### src/rtl/ff_bank_wr_arbiter_pkg.sv
`default_nettype none
// ============================================================================
// Module      : ff_bank_pkg
// Description : Shared constants and round-robin pick helper for the
//               register-bank write arbiter.
// Revision    : 1.0 - initial release
// ============================================================================
package ff_bank_pkg;

    localparam int NREQ_DEF = 4;
    localparam int NREG_DEF = 8;
    localparam int DW_DEF   = 8;

    // The pick helper is sized for the largest supported requester count;
    // callers zero-extend their eligibility vector into it.
    localparam int MAX_NREQ = 8;
    localparam int PTR_W    = 3;

    typedef struct packed {
        logic             valid;
        logic [PTR_W-1:0] idx;
    } rr_pick_t;

    // First eligible index at or after ptr, wrapping at nreq.
    // The offsets are walked from farthest to nearest so the nearest
    // eligible candidate is the last one written and therefore wins.
    function automatic rr_pick_t rr_pick(input logic [MAX_NREQ-1:0] eligible,
                                         input logic [PTR_W-1:0]    ptr,
                                         input int                  nreq);
        rr_pick_t r;
        int       cand;
        r = '0;
        for (int off = MAX_NREQ - 1; off >= 0; off--) begin
            if (off < nreq) begin
                cand = int'(ptr) + off;
                if (cand >= nreq) begin
                    cand = cand - nreq;
                end
                if (eligible[cand]) begin
                    r.valid = 1'b1;
                    r.idx   = cand[PTR_W-1:0];
                end
            end
        end
        return r;
    endfunction

endpackage
`default_nettype wire

### src/rtl/ff_bank_wr_arbiter_if.sv
`default_nettype none
// ============================================================================
// Module      : ff_bank_wr_arbiter_if
// Description : Write-request bus between the control masters and the
//               register-bank arbiter.
// Revision    : 1.0 - initial release
// ============================================================================
interface ff_bank_wr_arbiter_if #(
    parameter int NREQ = 4,
    parameter int AW   = 3,
    parameter int DW   = 8
);
    logic [NREQ-1:0]    req;
    logic [NREQ*AW-1:0] req_addr;
    logic [NREQ*DW-1:0] req_data;
    logic [NREQ-1:0]    gnt;
    logic               busy;

    modport master (output req, req_addr, req_data, input gnt, busy);
    modport slave  (input req, req_addr, req_data, output gnt, busy);
endinterface
`default_nettype wire

### src/rtl/ff_bank_wr_arbiter_regs.sv
`default_nettype none
// ============================================================================
// Module      : ff_bank_regs
// Description : NREG x DW enable-gated register bank with shared write data,
//               synchronous clear and asynchronous reset.
// Revision    : 1.0 - initial release
// ============================================================================
module ff_bank_regs #(
    parameter int NREG = 8,
    parameter int DW   = 8
) (
    input  wire logic               clk,
    input  wire logic               reset,
    input  wire logic               clr,
    input  wire logic [NREG-1:0]    wr_en,
    input  wire logic [DW-1:0]      wr_data,
    output logic      [NREG*DW-1:0] bank_q
);

    for (genvar k = 0; k < NREG; k++) begin : g_reg
        logic [DW-1:0] reg_d;
        logic [DW-1:0] reg_q;

        // Clear beats write; otherwise load only when this register is enabled.
        always_comb begin
            reg_d = reg_q;
            if (clr) begin
                reg_d = '0;
            end else if (wr_en[k]) begin
                reg_d = wr_data;
            end
        end

        // Register storage, cleared immediately on reset.
        always_ff @(posedge clk or posedge reset) begin
            if (reset) begin
                reg_q <= '0;
            end else begin
                reg_q <= reg_d;
            end
        end

        assign bank_q[k*DW +: DW] = reg_q;
    end

endmodule
`default_nettype wire

### src/rtl/ff_bank_wr_arbiter.sv
`default_nettype none
// ============================================================================
// Module      : ff_bank_wr_arbiter
// Description : Round-robin arbiter sharing one register bank among NREQ
//               writers; one write per clock, one-cycle grant pulse back.
// Revision    : 1.0 - initial release
// ============================================================================
module ff_bank_wr_arbiter
    import ff_bank_pkg::*;
#(
    parameter int NREQ = NREQ_DEF,
    parameter int NREG = NREG_DEF,
    parameter int DW   = DW_DEF
) (
    input  wire logic               clk,
    input  wire logic               reset,
    input  wire logic               clr,
    ff_bank_wr_arbiter_if.slave     wr,
    output logic      [NREG*DW-1:0] bank_q
);

    localparam int AW = $clog2(NREG);

    logic [NREQ-1:0]     gnt_d, gnt_q;
    logic [PTR_W-1:0]    ptr_d, ptr_q;
    logic [NREQ-1:0]     eligible;
    logic [MAX_NREQ-1:0] elig_ext;
    rr_pick_t            pick;
    logic                do_write;
    logic [AW-1:0]       wr_addr;
    logic [DW-1:0]       wr_data;
    logic [NREG-1:0]     wr_en;

    // The requester granted this cycle is masked so it has one cycle to drop req.
    always_comb begin
        eligible = wr.req & ~gnt_q;
        elig_ext = '0;
        elig_ext[NREQ-1:0] = eligible;
        pick     = rr_pick(elig_ext, ptr_q, NREQ);
        do_write = pick.valid & ~clr;
    end

    // Steer the winner's address and data onto the shared write path.
    always_comb begin
        wr_addr = '0;
        wr_data = '0;
        for (int i = 0; i < NREQ; i++) begin
            if (int'(pick.idx) == i) begin
                wr_addr = wr.req_addr[i*AW +: AW];
                wr_data = wr.req_data[i*DW +: DW];
            end
        end
    end

    // One-hot register enable; zero when clr or nothing is eligible.
    always_comb begin
        for (int k = 0; k < NREG; k++) begin
            wr_en[k] = do_write && (wr_addr == AW'(k));
        end
    end

    // Next grant and pointer; clr suppresses the write but leaves ptr alone.
    always_comb begin
        ptr_d = ptr_q;
        for (int i = 0; i < NREQ; i++) begin
            gnt_d[i] = do_write && (int'(pick.idx) == i);
        end
        if (do_write) begin
            if (int'(pick.idx) == NREQ - 1) begin
                ptr_d = '0;
            end else begin
                ptr_d = pick.idx + PTR_W'(1);
            end
        end
    end

    // Grant and pointer state, cleared immediately on reset.
    always_ff @(posedge clk or posedge reset) begin
        if (reset) begin
            gnt_q <= '0;
            ptr_q <= '0;
        end else begin
            gnt_q <= gnt_d;
            ptr_q <= ptr_d;
        end
    end

    assign wr.gnt  = gnt_q;
    assign wr.busy = |eligible;

    ff_bank_regs #(
        .NREG (NREG),
        .DW   (DW)
    ) u_regs (
        .clk     (clk),
        .reset   (reset),
        .clr     (clr),
        .wr_en   (wr_en),
        .wr_data (wr_data),
        .bank_q  (bank_q)
    );

endmodule
`default_nettype wire

### src/flat_wrapper.sv
// flat-port wrapper written by rule: the top's interface ports become plain ports
module ff_bank_wr_arbiter_flat import ff_bank_pkg::*;
#(
    parameter int NREQ = NREQ_DEF,
    parameter int NREG = NREG_DEF,
    parameter int DW   = DW_DEF
)
  (clk, reset, clr, bank_q, wr_req, wr_req_addr, wr_req_data, wr_gnt, wr_busy);
  ff_bank_wr_arbiter_if #(.NREQ(NREQ), .AW(($clog2(NREG))), .DW(DW)) wr_i ();
  input  wire logic clk;
  input  wire logic reset;
  input  wire logic clr;
  output logic      [NREG*DW-1:0] bank_q;
  input wire logic [$bits(wr_i.req)-1:0] wr_req;
  input wire logic [$bits(wr_i.req_addr)-1:0] wr_req_addr;
  input wire logic [$bits(wr_i.req_data)-1:0] wr_req_data;
  output wire logic [$bits(wr_i.gnt)-1:0] wr_gnt;
  output wire logic [$bits(wr_i.busy)-1:0] wr_busy;
  assign wr_i.req = wr_req;
  assign wr_i.req_addr = wr_req_addr;
  assign wr_i.req_data = wr_req_data;
  assign wr_gnt = wr_i.gnt;
  assign wr_busy = wr_i.busy;
  ff_bank_wr_arbiter #(.NREQ(NREQ), .NREG(NREG), .DW(DW)) u_core (.clk(clk), .reset(reset), .clr(clr), .wr(wr_i), .bank_q(bank_q));
endmodule
### config.mk
export PLATFORM = sky130hd
export DESIGN_NAME = ff_bank_wr_arbiter_flat
export DESIGN_NICKNAME = d
export VERILOG_FILES = /design/src/rtl/ff_bank_wr_arbiter_pkg.sv /design/src/rtl/ff_bank_wr_arbiter_if.sv /design/src/rtl/ff_bank_wr_arbiter_regs.sv /design/src/rtl/ff_bank_wr_arbiter.sv /design/src/flat_wrapper.sv
export SDC_FILE = /design/constraint.sdc
export NUM_CORES = 1
export LEC_CHECK = 0
export ABC_AREA = 1
export BUFFER_PORTS_ARGS = -buffer_cell sky130_fd_sc_hd__clkbuf_2
export CORE_AREA = 2 2 107 89
export DETAILED_ROUTE_END_ITERATION = 10
export DIE_AREA = 0 0 109 91
export PLACE_DENSITY_LB_ADDON = 0.05
export SYNTH_ARGS = -nofsm -noshare
export SYNTH_HDL_FRONTEND = slang
export SYNTH_SLANG_ARGS = --single-unit
export TNS_END_PERCENT = 5
### constraint.sdc
create_clock -name clk -period 7.65 [get_ports clk]
set_clock_uncertainty 0.1 [all_clocks]
set_input_delay 0.3825 -clock clk [delete_from_list [all_inputs] [get_ports clk]]
set_output_delay 0.3825 -clock clk [all_outputs]
set_load 0.03 [all_outputs]
==> impl_metrics.csv <==
group,metric,value,unit
clock_network,tritoncts,"built",
yosys,syn-mean-instance-area,8.46,µm²
yosys,synth-main-ff-cell,"dfrtp_1",
timing,fin_crit_sh,53.3,%
drt,wl,10300,µm
status,status,"finished clean",
clock_network,htree_num_levels,3,
clock_network,cts-hold-fix-buffers,0,
yosys,ys_types,26,
clock_network,cts_made_buffers,9,
critical_path,arrival,4.25,ns
drt,vias_per_cell,5.25,
timing,setup_tns,0,ns
clock_network,clk_latency,0.34,ns
drt,num_vias,3613,
timing,worst_pin_slew,1.02,ns
drt,drtPass1Iterations,5,
yosys,ys_seq_elements,71,
critical_path,end_kind,"flip-flop",
critical_path,critPathMaxFanout,13,
critical_path,r2r-start,"u_core.ptr_q[0]$_DFFE_PP0P_",
critical_path,path_cells,"inv_6 -> ha_1 -> inv_1 -> nand3_1 -> nand3_1 -> inv_1 -> nand2_1 -> nand3_1 -> nand2_1 -> inv_1 -> ha_1 -> nor2_2 -> a22oi_1 -> nand2_1 -> o21ai_0 -> a21oi_1 -> nand3_1 -> nand2_1",
drt,routedWlPerCell,15.0,µm
critical_path,crit_path_start_kind,"flip-flop",
cells_and_area,syn2layout_area_growth,19.4,%
timing,setup_ws,3.58,ns
floorplanning,boundaryPins,120,
global_routing,grt_max_degree,76,
yosys,syn_nets,516,
floorplanning,num_rows,31,
cells_and_area,mostFrequentLayoutCells,"nand3_1, clkbuf_2, nand2_1",
critical_path,cp.required,7.82,ns
drt,drt_iter0_markers,179,
placement,place_hpwl,7100,µm
global_routing,grt_overflow,0,
timing,fmax,245,MHz
drt,drc_errors,0,
timing,hold_viol,0,
timing,rsz0062_at_grt,"no",
timing,slew_headroom,32.1,%
placement,dpl_cell_area,0.00443,mm²
critical_path,crit_type,"flip-flop to flip-flop",
clock_network,clkTransAtPathRegs,0.08,ns
clock_network,postCtsSetupRepairBufs,0,
floorplanning,fp.dieW,109,µm
critical_path,rr_endpoint,"u_core.u_regs.g_reg[7].reg_q[3]$_DFFE_PP0P_",
global_routing,first_global_vias,3443,
global_routing,grt_pass1_wl,17100,µm
yosys,async_reset_ff_share,100,%
critical_path,reg2reg_slack,3.58,ns
yosys,synthCells,458,
clock_network,cts.sinks,71,
worst_hold_path,hold_path_class,"input port to async pin",
cells_and_area,fill_cells,856,
clock_network,clockBufferDepth,2,
cells_and_area,post-route-cell-area,0.00463,mm²
critical_path,cpPeakStageDelay,0.80,ns
timing,maxSlewViolCount,0,
floorplanning,fp.dieArea,0.00992,mm²
timing,period_needed,4.07,ns
cells_and_area,drive_gt1_share,31.2,%
clock_network,postCtsResizedCells,0,
critical_path,worst-r2r-cell-count,18,
yosys,seq_area_frac_synth,45.8,%
cells_and_area,diodes,0,
placement,gp_congestion,0.800,
global_routing,antenna_found_initial,0,
job,cap_violations,0,
floorplanning,coreArea,0.00880,mm²
floorplanning,die_h,91,µm
global_routing,grt.total_usage,21.9,%
drt,ant_nets,0,
yosys,yosys_warnings,0,
cells_and_area,layout_commonest_cell,"nand3_1",
cells_and_area,nets,626,
floorplanning,start_util,44.0,%
placement,post-place-ws,3.59,ns
critical_path,critPathSlowestCell,"a21oi_1",
yosys,syn-cell-area,0.00388,mm²
clock_network,cts_root_buf,"clkbuf_8",
placement,port_buffers,119,
yosys,synth_edf_count,0,
timing,setup_violations,0,
## worst max path at each step
stage | from | endpoint | cells past startpoint
finish | u_core.ptr_q[0]$_DFFE_PP0P_ | u_core.u_regs.g_reg[7].reg_q[3]$_DFFE_PP0P_ | 18
global route | u_core.ptr_q[0]$_DFFE_PP0P_ | u_core.u_regs.g_reg[6].reg_q[3]$_DFFE_PP0P_ | 18
CTS | u_core.ptr_q[0]$_DFFE_PP0P_ | u_core.u_regs.g_reg[7].reg_q[3]$_DFFE_PP0P_ | 18
floorplan | u_core.ptr_q[0]$_DFFE_PP0P_ | u_core.u_regs.g_reg[5].reg_q[7]$_DFFE_PP0P_ | 23
detailed placement | u_core.ptr_q[0]$_DFFE_PP0P_ | u_core.u_regs.g_reg[7].reg_q[3]$_DFFE_PP0P_ | 18
global placement | u_core.ptr_q[0]$_DFFE_PP0P_ | u_core.u_regs.g_reg[2].reg_q[2]$_DFFE_PP0P_ | 18
## kinds of logic (layout without fill, tap and decap cells)
group | count (synthesis) | count (layout) | synth area share [%]
fa+ha+maj | 7 | 7 | 2.26
flops | 71 | 71 | 45.8
compound gates | 43 | 43 | 6.88
simple gates | 292 | 292 | 37.4
buf+inv | 45 | 160 | 7.62
## metrics by stage
stage / util, % / hold WS (ns) / std cells
finish: 52.6 / 0.189 / 688
CTS: 52.6 / 0.226 / 688
floorplan: - / 0.417 / 458
global route: 52.6 / 0.282 / 688
global placement: 50.3 / 0.392 / 672
detailed placement: 50.3 / 0.394 / 672
## Yosys cell counts, types with 2 or more instances
cell / n / area [µm²]
a22oi_1: 8 / 60.1
o21ai_0: 20 / 100
a21oi_2: 3 / 26.3
nand2_2: 8 / 50.1
nor2_1: 12 / 45.0
inv_2: 3 / 11.3
nand3_1: 144 / 721
nor2_4: 8 / 90.1
nand2_4: 8 / 90.1
buf_8: 3 / 45.0
buf_2: 9 / 45.0
a21oi_1: 9 / 45.0
inv_1: 18 / 67.6
nand3_2: 3 / 30.0
clkbuf_1: 2 / 7.51
nand2_1: 105 / 394
buf_6: 8 / 90.1
nor2_2: 3 / 18.8
ha_1: 7 / 87.6
dfrtp_1: 71 / 1780
## worst max-delay path, delay by kind of cell, from the launching register on
kind	cells	cell delay, ns
DFF	1	0.57
and+or+nand+nor	9	1.24
AOI/OAI and AO/OA	3	1.02
adders and majority gates	2	0.72
buffers and inverters	4	0.34
## area by class of cell
cell class              count  area (µm²)  area share [%]
clock inverters             6        68.8            1.49
clock buffers              10         128            2.76
repair buffers            122         618            13.4
multi-input cells         342        1800            39.0
flip-flops and latches     71        1780            38.4
inverters                  22        87.6            1.89
well taps                 115         144            3.11
## flip-flops by register name (all words and copies together), names as in the netlist
signal	cells
u_core.ptr_q	3
u_core.wr.gnt	4
u_core.u_regs.g.reg_q	64
## metal layers
layer | track usage (%) | part of all wire [%] | up-vias
met1 | 31.0 | 46 | 1718
met4 | 5.45 | 0.97 | 0
met3 | 4.95 | 6.6 | 8
met5 | 0 | 0 | -
met2 | 34.0 | 46 | 115
li1 | - | - | 1772
Power is left out: the tool's default activity adds up to more than one toggle a clock period on the data nets, which glitch-free logic cannot reach.
